==> config.mk <==
export PLATFORM = sky130hd
export DESIGN_NAME = mem_stage_flat
export DESIGN_NICKNAME = d
export VERILOG_FILES = /design/src/rtl/mem_stage_if.sv /design/src/rtl/mem_stage.sv /design/src/flat_wrapper.sv
export SDC_FILE = /design/constraint.sdc
export NUM_CORES = 1
export LEC_CHECK = 0
export ABC_AREA = 1
export BUFFER_PORTS_ARGS = -buffer_cell sky130_fd_sc_hd__buf_2
export CORE_AREA = 2 2 149 151
export CTS_BUF_LIST = sky130_fd_sc_hd__clkbuf_8
export DETAILED_ROUTE_END_ITERATION = 8
export DIE_AREA = 0 0 151 153
export PLACE_DENSITY_LB_ADDON = 0.1
export SYNTH_ARGS = -nofsm -noshare
export SYNTH_HDL_FRONTEND = slang
export SYNTH_SLANG_ARGS = --single-unit
==> constraint.sdc <==
create_clock -name clk -period 7.55 [get_ports clk]
set_clock_uncertainty 0.15 [all_clocks]
set_input_delay 0.3775 -clock clk [delete_from_list [all_inputs] [get_ports clk]]
set_output_delay 0.3775 -clock clk [all_outputs]
set_load 0.05 [all_outputs]
==> src/rtl/mem_stage_if.sv <==
// rtl/mem_stage_if.sv - signal bundle between mem_stage and EX/WB/data-SRAM/ID
// Parameters: ES_TO_MS_BUS_WD (EX->MS bundle width), MS_TO_WS_BUS_WD (MS->WB bundle width).
// Modports:
//   master - the memory stage: takes EX bundle, SRAM response, flush, ws_allowin;
//            drives ms_allowin, WB bundle, stall/forward buses, hazard flags
//   slave  - the surrounding pipeline, directions mirrored
interface mem_stage_if #(
    parameter int ES_TO_MS_BUS_WD = 170,
    parameter int MS_TO_WS_BUS_WD = 130
);
    logic                       flush;
    logic                       ws_allowin;
    logic                       ms_allowin;
    logic                       es_to_ms_valid;
    logic [ES_TO_MS_BUS_WD-1:0] es_to_ms_bus;
    logic                       ms_to_ws_valid;
    logic [MS_TO_WS_BUS_WD-1:0] ms_to_ws_bus;
    logic                       data_sram_data_ok;
    logic [31:0]                data_sram_rdata;
    logic [9:0]                 stall_ms_bus;
    logic [32:0]                forward_ms_bus;
    logic                       ms_exc_eret;
    logic                       ms_entryhi_hazard;

    modport master (
        input  flush, ws_allowin, es_to_ms_valid, es_to_ms_bus,
               data_sram_data_ok, data_sram_rdata,
        output ms_allowin, ms_to_ws_valid, ms_to_ws_bus,
               stall_ms_bus, forward_ms_bus, ms_exc_eret, ms_entryhi_hazard
    );

    modport slave (
        output flush, ws_allowin, es_to_ms_valid, es_to_ms_bus,
               data_sram_data_ok, data_sram_rdata,
        input  ms_allowin, ms_to_ws_valid, ms_to_ws_bus,
               stall_ms_bus, forward_ms_bus, ms_exc_eret, ms_entryhi_hazard
    );
endinterface

==> src/rtl/mem_stage.sv <==
// rtl/mem_stage.sv - pipeline memory stage: load wait, data alignment, WB handoff, flush discard
// Optional feature macro: MEM_LWLR_EN (lwl/lwr shift-and-mask; when undefined they act as lw).
// Ports:
//   clk    clock
//   reset  asynchronous active-high reset
//   ms     mem_stage_if.master: EX bundle in, WB bundle out, data-SRAM response,
//          ID stall/forward buses, ms_exc_eret, ms_entryhi_hazard
// Bundle fields below bit 130: [76] entryhi_wen [75] eret [74] exc [73] res_from_cp0
//   [72:69] gr_we [68:64] dest [63:32] ALU result/address [31:0] pc; [129:77] pass through.
module mem_stage #(
    parameter int ES_TO_MS_BUS_WD = 170,
    parameter int MS_TO_WS_BUS_WD = 130,
    parameter int DISCARD_W       = 2
) (
    input logic         clk,
    input logic         reset,
    mem_stage_if.master ms
);
    typedef enum logic [1:0] {S_EMPTY, S_WAIT, S_READY} state_t;

    // Held bundle: load_op plus the 130 WB-bound bits; rt_value and mem_req are not needed later.
    localparam int HOLD_W = 137;

    state_t               state_q, state_d;
    logic [DISCARD_W-1:0] disc_q, disc_d;
    logic [HOLD_W-1:0]    bus_q;
    logic [31:0]          rdata_q;

    logic       allowin, accept, ready_go, valid;
    logic       resp_live, disc_inc, disc_dec;
    state_t     accept_state;
    logic       unused_rt;

    logic [6:0]  load_op;
    logic        entryhi_wen, eret, exc, res_from_cp0;
    logic [3:0]  gr_we_in;
    logic [4:0]  dest;
    logic [31:0] alu_result;
    logic [1:0]  addr;
    logic [31:0] rdata_shr;
    logic [7:0]  ld_byte;
    logic [15:0] ld_half;
    logic [31:0] result;
    logic [3:0]  gr_we;

    assign load_op      = bus_q[136:130];
    assign entryhi_wen  = bus_q[76];
    assign eret         = bus_q[75];
    assign exc          = bus_q[74];
    assign res_from_cp0 = bus_q[73];
    assign gr_we_in     = bus_q[72:69];
    assign dest         = bus_q[68:64];
    assign alu_result   = bus_q[63:32];
    assign addr         = alu_result[1:0];
    assign unused_rt    = ^ms.es_to_ms_bus[ES_TO_MS_BUS_WD-9:130];

    assign ready_go = (state_q == S_READY);
    assign valid    = (state_q != S_EMPTY);
    assign allowin  = (state_q == S_EMPTY) || (ready_go && ms.ws_allowin);
    assign accept   = ms.es_to_ms_valid && allowin && !ms.flush;

    // A faulting instruction never had its request issued, so it must not wait for data.
    assign accept_state = (ms.es_to_ms_bus[ES_TO_MS_BUS_WD-8] && !ms.es_to_ms_bus[74])
                          ? S_WAIT : S_READY;

    // Responses arrive in order: while stale requests are outstanding, the oldest data_ok is theirs.
    assign resp_live = (state_q == S_WAIT) && ms.data_sram_data_ok && (disc_q == '0);
    assign disc_dec  = ms.data_sram_data_ok && (disc_q != '0);
    // Flushing a waiting load leaves its response in flight unless it was just consumed.
    assign disc_inc  = ms.flush && (state_q == S_WAIT) && !resp_live;

    always_comb begin
        state_d = state_q;
        case (state_q)
            S_EMPTY: if (accept) state_d = accept_state;
            S_WAIT: begin
                if (ms.flush)      state_d = S_EMPTY;
                else if (resp_live) state_d = S_READY;
            end
            S_READY: begin
                if (ms.flush)           state_d = S_EMPTY;
                else if (accept)        state_d = accept_state;
                else if (ms.ws_allowin) state_d = S_EMPTY;
            end
            default: state_d = S_EMPTY;
        endcase
    end

    always_comb begin
        disc_d = disc_q;
        if (disc_inc && !disc_dec) begin
            if (disc_q != {DISCARD_W{1'b1}}) disc_d = disc_q + DISCARD_W'(1);
        end else if (disc_dec && !disc_inc) begin
            disc_d = disc_q - DISCARD_W'(1);
        end
    end

    always_ff @(posedge clk or posedge reset) begin
        if (reset) begin
            state_q <= S_EMPTY;
            disc_q  <= '0;
            bus_q   <= '0;
            rdata_q <= '0;
        end else begin
            state_q <= state_d;
            disc_q  <= disc_d;
            if (accept)    bus_q   <= {ms.es_to_ms_bus[ES_TO_MS_BUS_WD-1 -: 7], ms.es_to_ms_bus[129:0]};
            if (resp_live) rdata_q <= ms.data_sram_rdata;
        end
    end

    assert property (@(posedge clk) disable iff (reset)
        !(disc_inc && !disc_dec && (disc_q == {DISCARD_W{1'b1}})));

    assign rdata_shr = rdata_q >> {addr, 3'b000};
    assign ld_byte   = rdata_shr[7:0];
    assign ld_half   = addr[1] ? rdata_q[31:16] : rdata_q[15:0];

    always_comb begin
        result = alu_result;
        gr_we  = gr_we_in;
        if (load_op[0]) begin
            result = {{24{ld_byte[7]}}, ld_byte};
            gr_we  = 4'hf;
        end else if (load_op[1]) begin
            result = {24'h0, ld_byte};
            gr_we  = 4'hf;
        end else if (load_op[2]) begin
            result = {{16{ld_half[15]}}, ld_half};
            gr_we  = 4'hf;
        end else if (load_op[3]) begin
            result = {16'h0, ld_half};
            gr_we  = 4'hf;
`ifdef MEM_LWLR_EN
        end else if (load_op[4]) begin
            result = rdata_q;
            gr_we  = 4'hf;
        end else if (load_op[5]) begin
            // lwl: the addressed byte lands in the top lane; WB keeps the lower lanes of rt.
            result = rdata_q << {~addr, 3'b000};
            gr_we  = 4'b1111 << ~addr;
        end else if (load_op[6]) begin
            result = rdata_shr;
            gr_we  = 4'b1111 >> addr;
`else
        end else if (|load_op[6:4]) begin
            result = rdata_q;
            gr_we  = 4'hf;
`endif
        end
        if (exc) gr_we = 4'h0;
    end

    assign ms.ms_allowin        = allowin;
    assign ms.ms_to_ws_valid    = ready_go && !ms.flush;
    assign ms.ms_to_ws_bus      = MS_TO_WS_BUS_WD'({bus_q[129:73], gr_we, dest, result, bus_q[31:0]});
    assign ms.stall_ms_bus      = {valid && (|gr_we), gr_we & {4{valid}}, dest};
    assign ms.forward_ms_bus    = {ready_go && !res_from_cp0, result};
    assign ms.ms_exc_eret       = valid && (exc || eret);
    assign ms.ms_entryhi_hazard = valid && entryhi_wen;
endmodule

==> src/flat_wrapper.sv <==
// flat-port wrapper written by rule: the top's interface ports become plain ports
module mem_stage_flat 
#(
    parameter int ES_TO_MS_BUS_WD = 170,
    parameter int MS_TO_WS_BUS_WD = 130,
    parameter int DISCARD_W       = 2
)
  (clk, reset, ms_flush, ms_ws_allowin, ms_es_to_ms_valid, ms_es_to_ms_bus, ms_data_sram_data_ok, ms_data_sram_rdata, ms_ms_allowin, ms_ms_to_ws_valid, ms_ms_to_ws_bus, ms_stall_ms_bus, ms_forward_ms_bus, ms_ms_exc_eret, ms_ms_entryhi_hazard);
  mem_stage_if #(.ES_TO_MS_BUS_WD(ES_TO_MS_BUS_WD), .MS_TO_WS_BUS_WD(MS_TO_WS_BUS_WD)) ms_i ();
  input logic clk;
  input logic reset;
  input wire logic [$bits(ms_i.flush)-1:0] ms_flush;
  input wire logic [$bits(ms_i.ws_allowin)-1:0] ms_ws_allowin;
  input wire logic [$bits(ms_i.es_to_ms_valid)-1:0] ms_es_to_ms_valid;
  input wire logic [$bits(ms_i.es_to_ms_bus)-1:0] ms_es_to_ms_bus;
  input wire logic [$bits(ms_i.data_sram_data_ok)-1:0] ms_data_sram_data_ok;
  input wire logic [$bits(ms_i.data_sram_rdata)-1:0] ms_data_sram_rdata;
  output wire logic [$bits(ms_i.ms_allowin)-1:0] ms_ms_allowin;
  output wire logic [$bits(ms_i.ms_to_ws_valid)-1:0] ms_ms_to_ws_valid;
  output wire logic [$bits(ms_i.ms_to_ws_bus)-1:0] ms_ms_to_ws_bus;
  output wire logic [$bits(ms_i.stall_ms_bus)-1:0] ms_stall_ms_bus;
  output wire logic [$bits(ms_i.forward_ms_bus)-1:0] ms_forward_ms_bus;
  output wire logic [$bits(ms_i.ms_exc_eret)-1:0] ms_ms_exc_eret;
  output wire logic [$bits(ms_i.ms_entryhi_hazard)-1:0] ms_ms_entryhi_hazard;
  assign ms_i.flush = ms_flush;
  assign ms_i.ws_allowin = ms_ws_allowin;
  assign ms_i.es_to_ms_valid = ms_es_to_ms_valid;
  assign ms_i.es_to_ms_bus = ms_es_to_ms_bus;
  assign ms_i.data_sram_data_ok = ms_data_sram_data_ok;
  assign ms_i.data_sram_rdata = ms_data_sram_rdata;
  assign ms_ms_allowin = ms_i.ms_allowin;
  assign ms_ms_to_ws_valid = ms_i.ms_to_ws_valid;
  assign ms_ms_to_ws_bus = ms_i.ms_to_ws_bus;
  assign ms_stall_ms_bus = ms_i.stall_ms_bus;
  assign ms_forward_ms_bus = ms_i.forward_ms_bus;
  assign ms_ms_exc_eret = ms_i.ms_exc_eret;
  assign ms_ms_entryhi_hazard = ms_i.ms_entryhi_hazard;
  mem_stage #(.ES_TO_MS_BUS_WD(ES_TO_MS_BUS_WD), .MS_TO_WS_BUS_WD(MS_TO_WS_BUS_WD), .DISCARD_W(DISCARD_W)) u_core (.clk(clk), .reset(reset), .ms(ms_i));
endmodule
==> run metrics, run 1 <==
status=finished clean; Int Pwr=~2.2 mW; Max Slew Vio Count=0; Clk network pwr share=between 10% and 20%; fmax=around 270 MHz; cts bufs inserted=17; CP Class=reg -> out; CP Max Fanout=18; num ports=385; Post-CTS Setup Inserts=0; sequential element share of the synthesized area=between 40% and 50%; largest net degree at the start of global routing=99; largest family of logic cells by synthesized area=simple AND/OR/NAND/NOR gates; Min-Delay Path Depth=3; Pleak=6.56 nW; NumNets Final=roughly 1,700; Hold Buf Count CTS=approximately 170; Worst Setup Slack post-DPL=4220 ps; combinational power share=about 60%; dominant cells by area after synthesis=dfrtp_1, nand2_1, buf_4; max incr delay on CP=~760 ps; DRT antenna net count=0; # rows=54; async set or reset register ratio after synthesis=100%; Synth Warn #=0; most common flop cell mapped by yosys=dfrtp_1; via count=~8,200; antenna violations before repair=2; Hold Slack=around 42 ps; layout filler cell count=just over 2,000; Clock transition at path regs=about 100 ps; Maximum Capacitance Violations=0; r2r worst-path depth=5; Multi-input gate area=just over 3000 sq um; count leader, synth=nand2_1; mean number of vias per cell=~4.5; Mapped Nets=between 1,000 and 1,500; Setup TNS Final=0 ps; flops & latches, synth=between 150 and 200; post-synthesis mux area share=0%; Core ar.=around 21,000 sq um; post-synthesis simple-gate area fraction=around a quarter; Port Buffers=352; Hold Vio Cnt, Final=0; maximum vdd drop=0.000265 V; vias in the first global route=between 8,000 and 9,000; Die Ht=approximately 150 microns; cell taking the most area after synthesis=dfrtp_1; post-cts gate resize count=0; DIE AREA=between 20,000 and 25,000 sq um; Power, Total=around 5.2 mW; Seq pwr share=27.4%; Pre-antenna DRT Iters=7; Final setup violation count=0; mapped cell area=about 9000 sq um; Synth top area share=about half; Initial Utilization=41.4%; layout cell share with drive strength beyond 1=between 20% and 30%; initial drt markers=roughly 420; WP data arrival=about 3200 ps; P&R area growth vs syn=33.1%; Synth top cells by count=nand2_1, dfrtp_1, buf_4; Avg Cell Area, Syn=a little under 8 sq um; RD Place Congestion=~0.8; xor/xnor cell area share of the yosys netlist=0%; Detail Placement HPWL=~17 mm; Least-Margin Pin Slew=between 1000 and 1500 ps; Sw Pwr=a little over 3 mW; library cells used by synthesis=26; switch share=roughly three fifths; clk root buf=clkbuf_8; Slew HR=between 30% and 40%; slowest CP cell=nor2_1; number of synthesized flops with an enable pin=0; Critical Path End Type=primary output; Req. time, crit path=around 7000 ps; wire per inst=14.4 microns; most used cell along the critical path=nor2_1; Pwr Density=between 400 and 500 nW/um^2; CTS tree=done; crit path time final=~3700 ps; r2r setup slk=around 4400 ps; period utilization=roughly half; cells after synthesis=1,147; DRC errors left=0; gr usage total=between 20% and 30%; CTS sink cnt=173; HP Class=in -> reg; htree depth=4; Die X=~150 microns; CTS Buffer Depth=2; adder-cell share of the synthesized area=0%; register area=between 4000 and 5000 sq um; GRT Residual Overflow=0; RSZ-0062 raised after global routing=false; first-pass GRT wire length=approximately 41 mm; Total Wirelength=approximately 26 mm; critical path launch point type=flip-flop; crit-path cells=nor2_1 > nand2_1 > nor2_1 > o21ai_0 > o211ai_1 > buf_2; post-route setup slack=a little under 4000 ps; Compound-Gate Fraction of Synth Area=a little under 8%; clock latency on the worst-skew pair=440 ps
-- critical path: cells and delay by family, from the launching register on --
family	cells	cell delay (ps)
and+or+nand+nor	3	1400
DFF	1	600
buffers and inverters	1	350
AOI/OAI and AO/OA	2	380
-- per-layer routing --
metal  GRT usage, %  vias up  share of wire, %
met5              0        -                 0
met2           39.2      282                49
met4           6.50        0               1.4
met1           28.3     3754                43
li1               -     4113                 -
met3           5.25       29               6.4
-- through the flow --
step / utilization (%) / area [sq um] / instances
after floorplan: - / 8890 / 1147
after global placement: 45.5 / 9770 / 1600
after detailed placement: 45.5 / 9770 / 1600
after CTS: 55.1 / 11800 / 1801
after global routing: 55.1 / 11800 / 1803
final: 55.1 / 11800 / 1803
-- logic make-up after synthesis --
logic type	count (synthesis)
DFF	173
and+or+nand+nor	594
AOI/OAI and AO/OA	132
buffers and inverters	248
-- layout make-up --
cell class	instances	area share, %
timing repair buffer	526	29.5
clock inverter	15	1.12
inverter	64	2.16
clock buffer	17	1.98
antenna	2	0.0423
sequential	173	36.6
multi-input combinational	726	25.7
tap	280	2.96
-- flip-flops by register name, summed over array words and instances (netlist names) --
signal and count:
u_core.state_q 2, u_core.disc_q 2, u_core.bus_q 137, u_core.rdata_q 32
-- power groups by stage --
stage          combinational [mW]  clock (mW)  sequential [mW]
6_report                     3.16       0.622             1.43
5_1_grt                      3.39       0.685             1.47
2_1_floorplan                2.86           0             1.38
3_5_place_dp                 3.10           0             1.44
3_3_place_gp                 3.08           0             1.43
4_1_cts                      3.17       0.649             1.42
-- layout by cell type (no fill, tap or decap) --
cell	netlist	final
nand4_4	0	1
o21ai_2	2	2
or2_1	1	1
inv_8	0	4
a21oi_1	16	16
o211ai_1	7	7
nand3_1	12	12
nand2_2	21	22
nand2_1	525	524
inv_6	0	4
buf_4	139	5
nor2_1	30	30
a21boi_0	1	1
clkinv_8	0	1
inv_1	62	63
clkinv_4	1	3
or2_2	3	3
o21ai_0	97	97
clkbuf_8	0	17
clkinvlp_4	0	3
dlygate4sd3_1	0	169
o21a_1	1	1
diode_2	0	2
inv_4	0	1
dfrtp_1	173	173
o21ai_1	1	1
buf_2	20	352
nor3_4	0	1
o22ai_1	7	7
-- worst paths after layout --
check / from / endpoint
max: u_core.bus_q[133] / ms_forward_ms_bus[0]
min: ms_es_to_ms_bus[74] / u_core.bus_q[74]
max reg2reg: u_core.state_q[0] / u_core.bus_q[36]
min reg2reg: u_core.bus_q[108] / u_core.bus_q[108]
max in group asynchronous: reset / u_core.bus_q[94]
min in group asynchronous: reset / u_core.bus_q[82]
Power figures use the tool's default switching activity.
==> run 2, diff against run 1 <==
- ABC_AREA: 1 -> 0
- CORE_AREA: 2 2 149 151 -> 2 2 148 150
- DIE_AREA: 0 0 151 153 -> 0 0 150 152
- clock period: 7.55 -> 3.5 ns (I/O delays scaled with it)
==> run metrics, run 2 <==
most common flop cell mapped by yosys=dfrtp_1; first-pass GRT wire length=35.9 mm (-13%); clk root buf=clkbuf_8; Mapped Nets=892 (-34%); number of synthesized flops with an enable pin=0 (unchanged); Maximum Capacitance Violations=0 (unchanged); maximum vdd drop=0.000387 V (+46%); cts bufs inserted=17 (unchanged); Detail Placement HPWL=15.5 mm (-7.2%); placed insts=1,163 (-27%); layout cell share with drive strength beyond 1=42.4% (+15 points); DRT antenna net count=0 (unchanged); mean number of vias per cell=4.72 (+4.0%); most common cell after layout, fill and taps aside=buf_2; post-route setup slack=499 ps (-3350 ps); Synth top area share=50.5% (+1.8 points); Setup TNS Final=0 ps (unchanged); origin of the worst min-delay path=ms_flush; status=finished clean; hold endpoint=u_core.state_q[1]; sequential element share of the synthesized area=50.5% (+1.8 points); Slew HR=38.2% (+5.5 points); CTS Buffer Depth=2 (unchanged); Critical Path End Type=primary output; RD Place Congestion=0.748 (-6.1%); DIE AREA=22,800 sq um (-1.3%); Max Slew Vio Count=0 (unchanged); fmax=between 300 and 400 MHz; crit-path cells=nor4_2 > a21oi_1 > a221oi_1 > buf_2; r2r setup slk=1080 ps (-3340 ps); non-filler instance count after layout=1,370 (-24%); num ports=385 (unchanged); Avg Cell Area, Syn=12.5 sq um (+62%); Hold Vio Cnt, Final=0 (unchanged); Synth top cells by count=dfrtp_1, buf_4, mux2_1; Die X=150 microns (-0.66%); Post-CTS Setup Inserts=0 (unchanged); initial drt markers=275 (-35%); CTS sink cnt=173 (unchanged); htree depth=4 (unchanged); Req. time, crit path=3170 ps (-3850 ps); WP data arrival=2680 ps (-490 ps); vias in the first global route=6,713 (-19%); count leader, synth=dfrtp_1; Largest register FFs=137 (unchanged); CP Class=reg -> out; async set or reset register ratio after synthesis=100% (unchanged); final core utilization=55.0% (-0.056 points); # rows=54 (unchanged); slowest CP cell=nor4_2; Worst Setup Slack post-DPL=956 ps (-3270 ps); largest registers=u_core.bus_q: 137 flops, u_core.rdata_q: 32 flops; Port Buffers=352 (unchanged); Pre-antenna DRT Iters=4 (-3); DRC errors left=0 (unchanged); period utilization=between 80% and 90%; NumNets Final=1,283 (-25%); Hold Slack=89.7 ps (+47.4 ps); Least-Margin Pin Slew=925 ps (-80.7 ps); Min-Delay Path Depth=3 (unchanged); most frequent cells in the layout=buf_2, dlygate4sd3_1, dfrtp_1; via count=6,460 (-21%); mapped cell area=8570 sq um (-3.6%); HP Class=in -> reg; FF-to-FF Start=u_core.state_q[1]; wire per inst=16.6 microns (+16%); flops & latches, synth=173 (unchanged); Clock transition at path regs=90 ps (about the same); library cells used by synthesis=38 (+46%); r2r worst-path depth=6 (+1); Total Wirelength=22.7 mm (-12%); crit path time final=3000 ps; GRT Residual Overflow=0 (unchanged); Die Ht=152 microns (-0.65%); antenna violations before repair=3 (+1); cells after synthesis=684 (-40%); largest net degree at the start of global routing=110 (+11%); Most flops, register=u_core.bus_q; CTS tree=done; P&R area growth vs syn=37.1%; worst r2r dst=u_core.state_q[0]; Pwr Density=681 nW/um^2 (+55%); gr usage total=20.2% (-2.6 points); max incr delay on CP=680 ps (-80 ps); RSZ-0062 raised after global routing=false; Pleak=5.73 nW (-13%); CP Max Fanout=7 (-11); Synth Warn #=0 (unchanged); Core ar.=21,400 sq um (-0.63%); Initial Utilization=40.2% (-1.2 points); cell taking the most area after synthesis=dfrtp_1; dominant cells by area after synthesis=dfrtp_1, mux2_1, buf_4; post-cts gate resize count=0 (unchanged); Final setup violation count=0 (unchanged); critical path launch point type=flip-flop; clock latency on the worst-skew pair=450 ps (about the same)
==> run 2: changes by cell type in the layout (fill, tap and decap cells not counted), moves of 6 or more <==
| cell | before | now |
|---|---|---|
| a21oi_1 | 16 | 6 |
| o21ai_1 | 1 | 17 |
| o21ai_0 | 97 | 17 |
| nand2_1 | 524 | 20 |
| mux2_2 | 0 | 57 |
| o211ai_1 | 7 | 0 |
| and3_1 | 0 | 7 |
| o22ai_1 | 7 | 1 |
| nand2_2 | 22 | 0 |
| inv_1 | 63 | 2 |
| mux2_1 | 0 | 120 |
| nand3_1 | 12 | 1 |
| mux2i_1 | 0 | 27 |
==> run 2: repair_timing <==
item                                    in CTS  in global routing
hold endpoints to repair                   206                  0
hold buffers                               173                  0
endpoints found under the setup margin       0                  0
==> run 2: through the flow <==
| stage | total power, mW | instance area [sq um] |
|---|---|---|
| 2_1_floorplan | 6.23 | 8580 |
| 3_3_place_gp | 6.58 | 9660 |
| 3_5_place_dp | 6.60 | 9660 |
| 4_1_cts | 8.08 | 11700 |
| 5_1_grt | 8.43 | 11700 |
| 6_report | 8.00 | 11800 |
==> run 2: power breakdown <==
group	switching (mW)	internal [mW]	total, mW
registers	0.307	2.44	2.74
logic	2.86	1.10	3.97
clock network	0.790	0.504	1.29
==> run 2: worst max-delay path by stage <==
stage	end	cells past startpoint	from
final	ms_forward_ms_bus[6]	4	u_core.bus_q[132]
after global placement	ms_ms_to_ws_bus[32]	5	u_core.bus_q[133]
after floorplan	ms_ms_to_ws_bus[34]	6	u_core.bus_q[136]
after CTS	ms_ms_to_ws_bus[44]	6	u_core.bus_q[136]
after global routing	ms_ms_to_ws_bus[38]	4	u_core.bus_q[132]
after detailed placement	ms_ms_to_ws_bus[44]	6	u_core.bus_q[136]
==> run 2: final cells by class <==
cell class / instances / area, sq um
Tap cell: 280 / 350
Antenna cell: 4 / 10.0
Clock inverter: 13 / 111
Fill cell: 1892 / 9600
Inverter: 3 / 15.0
Clock buffer: 17 / 234
Multi-Input combinational cell: 345 / 3080
Timing Repair Buffer: 535 / 3620
Sequential cell: 173 / 4330
==> run 2: routing by layer <==
metal	vias up	routed length (microns)	GRT usage [%]
met4	0	382	6.56
met2	245	11400	34.5
met5	-	0	0
met1	3154	9500	25.1
met3	26	1470	4.65
li1	3035	-	-
==> run 2: cell families (layout without fill, tap and decap cells) <==
kind of cell / after synthesis / after routing / share of synthesized area, %
other: 0 / 4 / 0
AO/OA/AOI/OAI: 56 / 56 / 3.93
flip-flops: 173 / 173 / 50.5
multiplexers: 206 / 206 / 26.9
buffers and inverters: 166 / 568 / 13.8
AND/OR/NAND/NOR: 83 / 83 / 4.89
==> run 2: critical path: cells and delay by family (launching register included) <==
kind | cells | cell delay (ps)
and+or+nand+nor | 1 | 680
buffers and inverters | 1 | 350
DFF | 1 | 450
AOI/OAI and AO/OA | 2 | 750
